<file path="src/rtl/mc_ctrl_pkg.sv">
// Shared encodings for the multicycle main control FSM.
package mc_ctrl_pkg;

  localparam logic [3:0] ST_FETCH     = 4'd0;
  localparam logic [3:0] ST_DECODE    = 4'd1;
  localparam logic [3:0] ST_MEM_ADDR  = 4'd2;
  localparam logic [3:0] ST_MEM_RD    = 4'd3;
  localparam logic [3:0] ST_MEM_WB    = 4'd4;
  localparam logic [3:0] ST_MEM_WR    = 4'd5;
  localparam logic [3:0] ST_R_EXEC    = 4'd6;
  localparam logic [3:0] ST_R_WB      = 4'd7;
  localparam logic [3:0] ST_BRANCH    = 4'd8;
  localparam logic [3:0] ST_JUMP      = 4'd9;
  localparam logic [3:0] ST_ADDI_EXEC = 4'd10;
  localparam logic [3:0] ST_ADDI_WB   = 4'd11;

  typedef enum logic [3:0] {
    S_FETCH     = ST_FETCH,
    S_DECODE    = ST_DECODE,
    S_MEM_ADDR  = ST_MEM_ADDR,
    S_MEM_RD    = ST_MEM_RD,
    S_MEM_WB    = ST_MEM_WB,
    S_MEM_WR    = ST_MEM_WR,
    S_R_EXEC    = ST_R_EXEC,
    S_R_WB      = ST_R_WB,
    S_BRANCH    = ST_BRANCH,
    S_JUMP      = ST_JUMP,
    S_ADDI_EXEC = ST_ADDI_EXEC,
    S_ADDI_WB   = ST_ADDI_WB
  } state_t;

  localparam logic [5:0] OP_RTYPE = 6'b000000;
  localparam logic [5:0] OP_LW    = 6'b100011;
  localparam logic [5:0] OP_SW    = 6'b101011;
  localparam logic [5:0] OP_BEQ   = 6'b000100;
  localparam logic [5:0] OP_J     = 6'b000010;
  localparam logic [5:0] OP_ADDI  = 6'b001000;

  localparam logic [1:0] ALUOP_ADD   = 2'b00;
  localparam logic [1:0] ALUOP_SUB   = 2'b01;
  localparam logic [1:0] ALUOP_FUNCT = 2'b10;

  localparam logic [1:0] SRCB_B      = 2'b00;
  localparam logic [1:0] SRCB_FOUR   = 2'b01;
  localparam logic [1:0] SRCB_IMM    = 2'b10;
  localparam logic [1:0] SRCB_IMM_SH = 2'b11;

  localparam logic [1:0] PCSRC_ALU    = 2'b00;
  localparam logic [1:0] PCSRC_ALUOUT = 2'b01;
  localparam logic [1:0] PCSRC_JUMP   = 2'b10;

endpackage

</file>
<file path="src/rtl/mc_ctrl_outdec.sv">
// Combinational decode of FSM state (plus mem_ready in FETCH) into datapath controls.
module mc_ctrl_outdec
  import mc_ctrl_pkg::*;
(
  input  state_t     state,
  input  logic       mem_ready,
  output logic       pc_write,
  output logic       pc_write_cond,
  output logic       i_or_d,
  output logic       mem_read,
  output logic       mem_write,
  output logic       ir_write,
  output logic       mem_to_reg,
  output logic       reg_dst,
  output logic       reg_write,
  output logic       alu_src_a,
  output logic [1:0] alu_src_b,
  output logic [1:0] alu_op,
  output logic [1:0] pc_source
);

  // Per-state control values; anything not named for a state stays 0.
  always_comb begin
    pc_write      = 1'b0;
    pc_write_cond = 1'b0;
    i_or_d        = 1'b0;
    mem_read      = 1'b0;
    mem_write     = 1'b0;
    ir_write      = 1'b0;
    mem_to_reg    = 1'b0;
    reg_dst       = 1'b0;
    reg_write     = 1'b0;
    alu_src_a     = 1'b0;
    alu_src_b     = SRCB_B;
    alu_op        = ALUOP_ADD;
    pc_source     = PCSRC_ALU;
    case (state)
      S_FETCH: begin
        mem_read  = 1'b1;
        alu_src_b = SRCB_FOUR;
        // IR and PC+4 are captured only on the cycle the read completes
        ir_write  = mem_ready;
        pc_write  = mem_ready;
      end
      S_DECODE: begin
        alu_src_b = SRCB_IMM_SH;
      end
      S_MEM_ADDR, S_ADDI_EXEC: begin
        alu_src_a = 1'b1;
        alu_src_b = SRCB_IMM;
      end
      S_MEM_RD: begin
        mem_read = 1'b1;
        i_or_d   = 1'b1;
      end
      S_MEM_WB: begin
        reg_write  = 1'b1;
        mem_to_reg = 1'b1;
      end
      S_MEM_WR: begin
        mem_write = 1'b1;
        i_or_d    = 1'b1;
      end
      S_R_EXEC: begin
        alu_src_a = 1'b1;
        alu_op    = ALUOP_FUNCT;
      end
      S_R_WB: begin
        reg_write = 1'b1;
        reg_dst   = 1'b1;
      end
      S_BRANCH: begin
        alu_src_a     = 1'b1;
        alu_op        = ALUOP_SUB;
        pc_write_cond = 1'b1;
        pc_source     = PCSRC_ALUOUT;
      end
      S_JUMP: begin
        pc_write  = 1'b1;
        pc_source = PCSRC_JUMP;
      end
      S_ADDI_WB: begin
        reg_write = 1'b1;
      end
      default: begin
        alu_src_b = SRCB_FOUR;
      end
    endcase
  end

endmodule

</file>
<file path="src/rtl/mc_main_ctrl.sv">
// Multicycle MIPS main control: state register, next-state logic, retire counter.
//
// state      | meaning
// FETCH      | read instruction at PC, load IR and PC+4 on mem_ready
// DECODE     | precompute branch target, dispatch on opcode
// MEM_ADDR   | compute lw/sw effective address
// MEM_RD     | data read, wait for mem_ready
// MEM_WB     | write MDR to rt
// MEM_WR     | data write, wait for mem_ready
// R_EXEC     | ALU on A,B with funct
// R_WB       | write ALUOut to rd
// BRANCH     | compare A,B, load PC from ALUOut if equal
// JUMP       | load PC with jump target
// ADDI_EXEC  | A + sign-extended immediate
// ADDI_WB    | write ALUOut to rt
module mc_main_ctrl
  import mc_ctrl_pkg::*;
#(
  parameter int CNT_W = 32
) (
  input  logic             clk,
  input  logic             rst_n,
  input  logic [5:0]       opcode,
  input  logic             mem_ready,
  output logic             pc_write,
  output logic             pc_write_cond,
  output logic             i_or_d,
  output logic             mem_read,
  output logic             mem_write,
  output logic             ir_write,
  output logic             mem_to_reg,
  output logic             reg_dst,
  output logic             reg_write,
  output logic             alu_src_a,
  output logic [1:0]       alu_src_b,
  output logic [1:0]       alu_op,
  output logic [1:0]       pc_source,
  output logic [3:0]       state,
  output logic             illegal,
  output logic [CNT_W-1:0] instr_retired
);

  state_t           state_q;
  state_t           state_nxt;
  logic             illegal_c;
  logic             retire;
  logic [CNT_W-1:0] retired_q;

  logic dec_pc_write;
  logic dec_pc_write_cond;
  logic dec_mem_read;
  logic dec_mem_write;
  logic dec_ir_write;
  logic dec_reg_write;

  // State register; reset parks the FSM in FETCH.
  always_ff @(posedge clk or negedge rst_n) begin
    if (!rst_n) state_q <= S_FETCH;
    else        state_q <= state_nxt;
  end

  // Next-state selection and illegal-opcode detection.
  always_comb begin
    state_nxt = state_q;
    illegal_c = 1'b0;
    case (state_q)
      S_FETCH:     if (mem_ready) state_nxt = S_DECODE;
      S_DECODE: begin
        case (opcode)
          OP_LW, OP_SW: state_nxt = S_MEM_ADDR;
          OP_RTYPE:     state_nxt = S_R_EXEC;
          OP_BEQ:       state_nxt = S_BRANCH;
          OP_J:         state_nxt = S_JUMP;
          OP_ADDI:      state_nxt = S_ADDI_EXEC;
          default: begin
            illegal_c = 1'b1;
            state_nxt = S_FETCH;
          end
        endcase
      end
      S_MEM_ADDR:  state_nxt = (opcode == OP_LW) ? S_MEM_RD : S_MEM_WR;
      S_MEM_RD:    if (mem_ready) state_nxt = S_MEM_WB;
      S_MEM_WB:    state_nxt = S_FETCH;
      S_MEM_WR:    if (mem_ready) state_nxt = S_FETCH;
      S_R_EXEC:    state_nxt = S_R_WB;
      S_R_WB:      state_nxt = S_FETCH;
      S_BRANCH:    state_nxt = S_FETCH;
      S_JUMP:      state_nxt = S_FETCH;
      S_ADDI_EXEC: state_nxt = S_ADDI_WB;
      S_ADDI_WB:   state_nxt = S_FETCH;
      default:     state_nxt = S_FETCH;
    endcase
  end

  // Every path back to FETCH except the illegal exit from DECODE completes an instruction.
  assign retire = (state_q != S_FETCH) && (state_q != S_DECODE) && (state_nxt == S_FETCH);

  // Retired-instruction counter, wraps naturally at 2^CNT_W.
  always_ff @(posedge clk or negedge rst_n) begin
    if (!rst_n)      retired_q <= '0;
    else if (retire) retired_q <= retired_q + CNT_W'(1);
  end

  mc_ctrl_outdec u_outdec (
    .state         (state_q),
    .mem_ready     (mem_ready),
    .pc_write      (dec_pc_write),
    .pc_write_cond (dec_pc_write_cond),
    .i_or_d        (i_or_d),
    .mem_read      (dec_mem_read),
    .mem_write     (dec_mem_write),
    .ir_write      (dec_ir_write),
    .mem_to_reg    (mem_to_reg),
    .reg_dst       (reg_dst),
    .reg_write     (dec_reg_write),
    .alu_src_a     (alu_src_a),
    .alu_src_b     (alu_src_b),
    .alu_op        (alu_op),
    .pc_source     (pc_source)
  );

  // State already reads FETCH during reset, so only the write/request strobes need gating.
  assign pc_write      = dec_pc_write      & rst_n;
  assign pc_write_cond = dec_pc_write_cond & rst_n;
  assign mem_read      = dec_mem_read      & rst_n;
  assign mem_write     = dec_mem_write     & rst_n;
  assign ir_write      = dec_ir_write      & rst_n;
  assign reg_write     = dec_reg_write     & rst_n;

  assign state         = state_q;
  assign illegal       = illegal_c;
  assign instr_retired = retired_q;

endmodule

</file>
<file path="config.mk">
export PLATFORM = sky130hd
export DESIGN_NAME = mc_main_ctrl
export DESIGN_NICKNAME = d
export VERILOG_FILES = /design/src/rtl/mc_ctrl_pkg.sv /design/src/rtl/mc_ctrl_outdec.sv /design/src/rtl/mc_main_ctrl.sv
export SDC_FILE = /design/constraint.sdc
export NUM_CORES = 1
export LEC_CHECK = 0
export BUFFER_PORTS_ARGS = -buffer_cell sky130_fd_sc_hd__buf_2
export CAP_MARGIN = 20
export CORE_MARGIN = 4
export CORE_UTILIZATION = 52
export CTS_BUF_LIST = sky130_fd_sc_hd__clkbuf_8 sky130_fd_sc_hd__clkbuf_16
export CTS_CLUSTER_DIAMETER = 80
export DETAILED_ROUTE_END_ITERATION = 12
export PLACE_DENSITY_LB_ADDON = 0.15
export SYNTH_ARGS = -nofsm -noshare
export SYNTH_HDL_FRONTEND = slang
export SYNTH_SLANG_ARGS = --single-unit
</file>
<file path="constraint.sdc">
create_clock -name clk -period 2.9 [get_ports clk]
set_input_delay 0.58 -clock clk [delete_from_list [all_inputs] [get_ports clk]]
set_output_delay 0.58 -clock clk [all_outputs]
set_load 0.005 [all_outputs]
</file>
==> results.tsv, run 1 <==
stage	metric	value	unit
critical_path	crit start category	flip-flop	
floorplan	Initial Util	55.8	%
logic_synthesis	post-synth cell types	44	
clocking	H-tree Lvls	2	
clocking	post-CTS setup buffer count	0	
logic_synthesis	register bit total from synthesis	36	
route	WL final	4.72	mm
global_routing	first-pass GRT wire length	8.09	mm
place	hpwl dp	3.49	mm
global_routing	GR Util met3	5.19	%
logic_synthesis	sequential area share after synthesis	42.8	%
clocking	Root Buffer	clkbuf_8	
finish	fraction of layout cells with a size suffix above 1	27.9	%
clocking	Worst-path clk slew	70	ps
route	Initial DRC Count	123	
critical_path	worst r2r path cells	7	
finish	final net count	297	
global_routing	total grt overflow	0	
critical_path	crit-path max cell delay	720	ps
place	Placer Congestion	0.852	
global_routing	met1 Use GR	28.1	%
logic_synthesis	asr flop ratio synth	100	%
clocking	CTS Sinks	36	
power_and_ir_drop	maximum VDD drop	0.247	mV
floorplan	core area	3770	µm²
critical_path	Setup crit end kind	flip-flop	
timing	worst slew pin tran	816	ps
clocking	Clock Path Buffers	2	
logic_synthesis	top post-synthesis cells by area	dfrtp_1 (43%), xnor2_1 (11%), nand3_1 (6.4%), nand4_1 (3.3%), nand2_1 (3.2%)	
logic_synthesis	Syn Nets	237	
power_and_ir_drop	total power	1.07	mW
global_routing	pin count of the biggest net entering global routing	39	
route	vias post-DR	1849	
critical_path	worst reg-to-reg setup slack	380	ps
timing	Tmin final	2520	ps
floorplan	Die W	71.6	µm
timing	Slew Viols, Final	0	
timing	Max-Slew Margin vs Limit	45.4	%
critical_path	crit path max fanout	19	
logic_synthesis	syn avg cell area	9.27	µm²
logic_synthesis	Post-synth EDFFs	0	
floorplan	die height	71.6	µm
route	ANT nets after route	0	
critical_path	WP buf/inv	1	
global_routing	vias in the first global route	1744	
clocking	Num CTS Buffers	5	
timing	Hold WS	393	ps
floorplan	Die ar.	5130	µm²
route	WL/cell	14.1	µm
clocking	Post-CTS Resized	0	
timing	Peak Freq	397	MHz
logic_synthesis	Post-synth top flop	dfrtp_1	
critical_path	CP Cell Sequence	nor4b_4, and4_1, or3_1, nor2_2, buf_4, nand4_1, xnor2_1	
route	via/cell ratio	5.52	
critical_path	RR Startpoint	state[1]	
run_status	outcome	complete, no violations	
route	DR pass1 iterations	5	
clocking	CTS Hold Bufs	0	
power_and_ir_drop	pwr dens	428	nW/µm²
critical_path	kind of critical path	reg2reg	
timing	period utilisation layout	86.9	%
timing	Setup WS post-layout	381	ps
global_routing	busiest grt layer	met2	
job	max-cap viol count	0	
logic_synthesis	most numerous cell in the Yosys netlist	dfrtp_1	
logic_synthesis	Commonest cells post-synth	dfrtp_1 (36), nand3_1 (27), xnor2_1 (27)	
global_routing	Total GRT Usage	19.7	%
critical_path	CP Data Arrival Time	2680	ps
timing	Fin. Hold Viols	0	
floorplan	io pins	62	
timing	Final Skew	5.50	ps
clocking	CTS tree	yes	
logic_synthesis	Mapped Area	2100	µm²
place	worst slack at placement	388	ps
global_routing	global-route met2 utilization	29.6	%
finish	Antenna Diode Count	0	
logic_synthesis	YS warnings	0	
place	number of port buffers	61	
critical_path	WP data required	3060	ps
worst_hold_path	min-delay worst type	in2async	
clocking	clock latency on the worst-skew pair	280	ps
logic_synthesis	post-synth top area share	42.8	%
timing	Final setup viols	0	
finish	Syn-to-layout area delta	19.2	%
critical_path	slowest CP cell	dfrtp_1	
route	# DRC	0	
global_routing	initial antenna violation count	0	
logic_synthesis	Mapped Cells	227	
power_and_ir_drop	Lkg Pwr	1.22	nW
critical_path	reg-to-reg endpoint	instr_retired[14]	
logic_synthesis	Synth area leader	dfrtp_1	
floorplan	Cell Rows	22	
timing	RSZ-0062 raised after global routing	false	
critical_path	CP delay by family, top	simple AND/OR/NAND/NOR gates	
timing	setup TNS	0	ps
finish	Filler Cell Count	332	
[cell type report]
type	instances	area (µm²)	share of cell area, %
Inverter	4	15.0	0.599
Clock inverter	2	8.76	0.349
Multi-Input combinational cell	173	1100	44.0
Sequential cell	36	901	35.9
Tap cell	48	60.1	2.39
Timing Repair Buffer	67	350	14.0
Clock buffer	5	68.8	2.74
[metrics by stage]
step	utilization [%]	area, µm²	cells
after global placement	64.5	2430	328
final	66.5	2510	335
after detailed placement	64.5	2430	328
after global routing	66.5	2510	335
after CTS	66.5	2510	335
after floorplan	-	2100	227
[worst max-delay path by stage]
stage / from / endpoint / cells after the start
final: state[1] / instr_retired[14] / 7
after global routing: state[1] / instr_retired[16] / 7
after CTS: state[1] / instr_retired[14] / 7
after detailed placement: opcode[3] / instr_retired[14] / 8
after global placement: opcode[3] / instr_retired[14] / 8
after floorplan: opcode[3] / instr_retired[19] / 7
[power by group]
part / total (mW) / switching, mW / internal [mW]
Combinational: 0.184 / 0.0949 / 0.0893
Sequential: 0.567 / 0.0405 / 0.527
Clock: 0.322 / 0.163 / 0.159
[flip-flops by register name (all words and copies together) (netlist names)]
name	count
state	4
instr_retired	32
[cells in the final DEF, fill, tap and decap left out, types with 6 or more instances in the layout]
cell type / n
a21oi_1: 6
nand3_1: 27
nand4_1: 11
nor2_1: 18
dfrtp_1: 36
o21ai_0: 7
and3_1: 6
nand2_1: 18
xor2_1: 6
xnor2_1: 27
buf_2: 61
buf_4: 6
[per-layer routing]
metal	part of all wire, %	routed length (µm)
met5	0	0
met4	1.3	62
met3	5.3	251
met2	46	2150
met1	48	2250
[kinds of logic after synthesis]
logic type,Yosys count,share of synthesized area (%)
buf+inv,18,4.70
simple gates,111,29.2
flops,36,42.8
fa+ha+maj,1,0.594
xor+xnor,33,13.7
compound gates,26,7.91
mux,2,1.07
[worst reg2reg max path, stage by stage, from the launching register on]
cell and delay [ps]:
dfrtp_1 720, nor4b_4 120, and4_1 240, or3_1 490
nor2_2 310, buf_4 230, nand4_1 120, xnor2_1 180
Power figures use the tool's default switching activity.
==> run 2, diff against run 1 <==
Settings changed: BUFFER_PORTS_ARGS -buffer_cell sky130_fd_sc_hd__buf_2 to -buffer_cell sky130_fd_sc_hd__buf_4, CORE_UTILIZATION 52 to 53, CTS_BUF_LIST sky130_fd_sc_hd__clkbuf_8 sky130_fd_sc_hd__clkbuf_16 to sky130_fd_sc_hd__clkbuf_2 sky130_fd_sc_hd__clkbuf_4 sky130_fd_sc_hd__clkbuf_8.
==> results.tsv, run 2 (synthesized netlist as in run 1, its figures left out) <==
stage	metric	value	unit	change
run_status	outcome	complete, no violations		
finish	commonest non-fill, non-tap cell in the layout	buf_4		
timing	Setup WS post-layout	446	ps	+65.5 ps
route	Initial DRC Count	130		+5.7%
critical_path	crit path max fanout	18		-1
finish	commonest cells after routing, fill and taps aside	buf_4 (68), dfrtp_1 (36), nand3_1 (27), xnor2_1 (27)		
global_routing	Total GRT Usage	19.6	%	-0.074 points
timing	Fin. Hold Viols	0		unchanged
finish	fraction of layout cells with a size suffix above 1	28.5	%	+0.60 points
floorplan	Cell Rows	22		unchanged
floorplan	die height	71.0	µm	-0.84%
timing	Peak Freq	408	MHz	+2.7%
power_and_ir_drop	Lkg Pwr	1.23	nW	+0.94%
clocking	post-CTS setup buffer count	0		unchanged
place	hpwl dp	3.66	mm	+5.0%
place	Placer Congestion	0.842		-1.2%
floorplan	io pins	62		unchanged
clocking	Clock Path Buffers	2		unchanged
clocking	Num CTS Buffers	5		unchanged
critical_path	Setup crit end kind	flip-flop		
floorplan	Die ar.	5040	µm²	-1.7%
critical_path	CP Data Arrival Time	2620	ps	-60 ps
clocking	CTS Hold Bufs	0		unchanged
global_routing	vias in the first global route	1743		-0.057%
place	worst slack at placement	410	ps	+22.5 ps
place	Cell Area, Placed	2590	µm²	+6.6%
route	# DRC	0		unchanged
timing	Slew Viols, Final	0		unchanged
clocking	Worst-path clk slew	70	ps	about the same
floorplan	core area	3740	µm²	-0.73%
global_routing	initial antenna violation count	0		unchanged
clocking	CTS Sinks	36		unchanged
critical_path	crit start category	flip-flop		
floorplan	Initial Util	56.2	%	+0.41 points
timing	Final setup viols	0		unchanged
timing	period utilisation layout	84.6	%	-2.3 points
power_and_ir_drop	pwr dens	418	nW/µm²	-2.3%
timing	setup TNS	0	ps	unchanged
clocking	clock latency on the worst-skew pair	270	ps	about the same
finish	Syn-to-layout area delta	27.0	%	
timing	Tmin final	2450	ps	-65.5 ps
route	vias post-DR	1888		+2.1%
route	ANT nets after route	0		unchanged
global_routing	first-pass GRT wire length	8.20	mm	+1.5%
floorplan	Die W	71.0	µm	-0.84%
global_routing	pin count of the biggest net entering global routing	26		-33%
finish	final net count	298		+0.34%
clocking	CTS tree	yes		
global_routing	total grt overflow	0		unchanged
worst_hold_path	min-delay worst type	in2async		
timing	Final Skew	6.47	ps	+0.969 ps
route	DR pass1 iterations	4		-1
timing	RSZ-0062 raised after global routing	false		
clocking	H-tree Lvls	2		unchanged
finish	max FFs per register	32		unchanged
place	number of port buffers	61		unchanged
timing	worst slew pin tran	801	ps	-14.9 ps
clocking	Root Buffer	clkbuf_8		
route	WL/cell	14.3	µm	+1.4%
timing	Max-Slew Margin vs Limit	46.4	%	+1.0 points
finish	Antenna Diode Count	0		unchanged
critical_path	kind of critical path	reg2reg		
finish	final core utilization	71.4	%	+4.9 points
finish	cell area after layout	2670	µm²	+6.5%
route	via/cell ratio	5.62		+1.8%
critical_path	WP data required	3060	ps	about the same
job	max-cap viol count	0		unchanged
power_and_ir_drop	maximum VDD drop	0.277	mV	+12%
route	WL final	4.79	mm	+1.7%
clocking	Post-CTS Resized	0		unchanged
## run 2: power by group
group	switching, mW	total [mW]	internal (mW)
sequential	0.0394	0.566	0.527
combinational	0.105	0.219	0.114
clock	0.160	0.333	0.173
total	0.304	1.12	0.813
## run 2: layout make-up
type	instances	area [µm²]
sequential	36	901
clock inverter	1	5.00
clock buffer	6	76.3
inverter	4	15.0
tap	48	60.1
multi-input combinational	173	1100
fill	310	1070
timing repair buffer	68	510
## run 2: worst max-delay path, cell delays in order (launching register included)
cell      delay [ps]
dfrtp_1          700
or2_2            220
o221ai_1         120
or3_1            500
nor4_4           300
buf_4            230
nand4_1          130
xnor2_1          150
## run 2: layer usage
layer,global-route usage [%],up-vias,part of all wire [%],wire length [µm]
met5,0,-,0,0
met4,2.92,0,0.17,8
met3,5.68,2,6.7,323
met2,29.0,58,45,2160
met1,29.3,899,48,2310
li1,-,929,-,-
## run 2: through the flow
step           instances  hold WS [ps]  total power, mW
2_1_floorplan        227           284            0.690
3_3_place_gp         329           454            0.790
3_5_place_dp         329           455            0.797
4_1_cts              336           163             1.13
5_1_grt              336           164             1.18
6_report             336           161             1.12
## run 2: final timing paths
check	from	to	slack, ps	depth (start not counted)
min	rst_n	state[0]	160	1
max reg2reg	state[3]	instr_retired[17]	450	7
min reg2reg	instr_retired[31]	instr_retired[31]	470	1
min in group clk	instr_retired[31]	instr_retired[31]	470	1
max in group asynchronous	rst_n	instr_retired[10]	2180	2
max	state[3]	instr_retired[17]	450	7
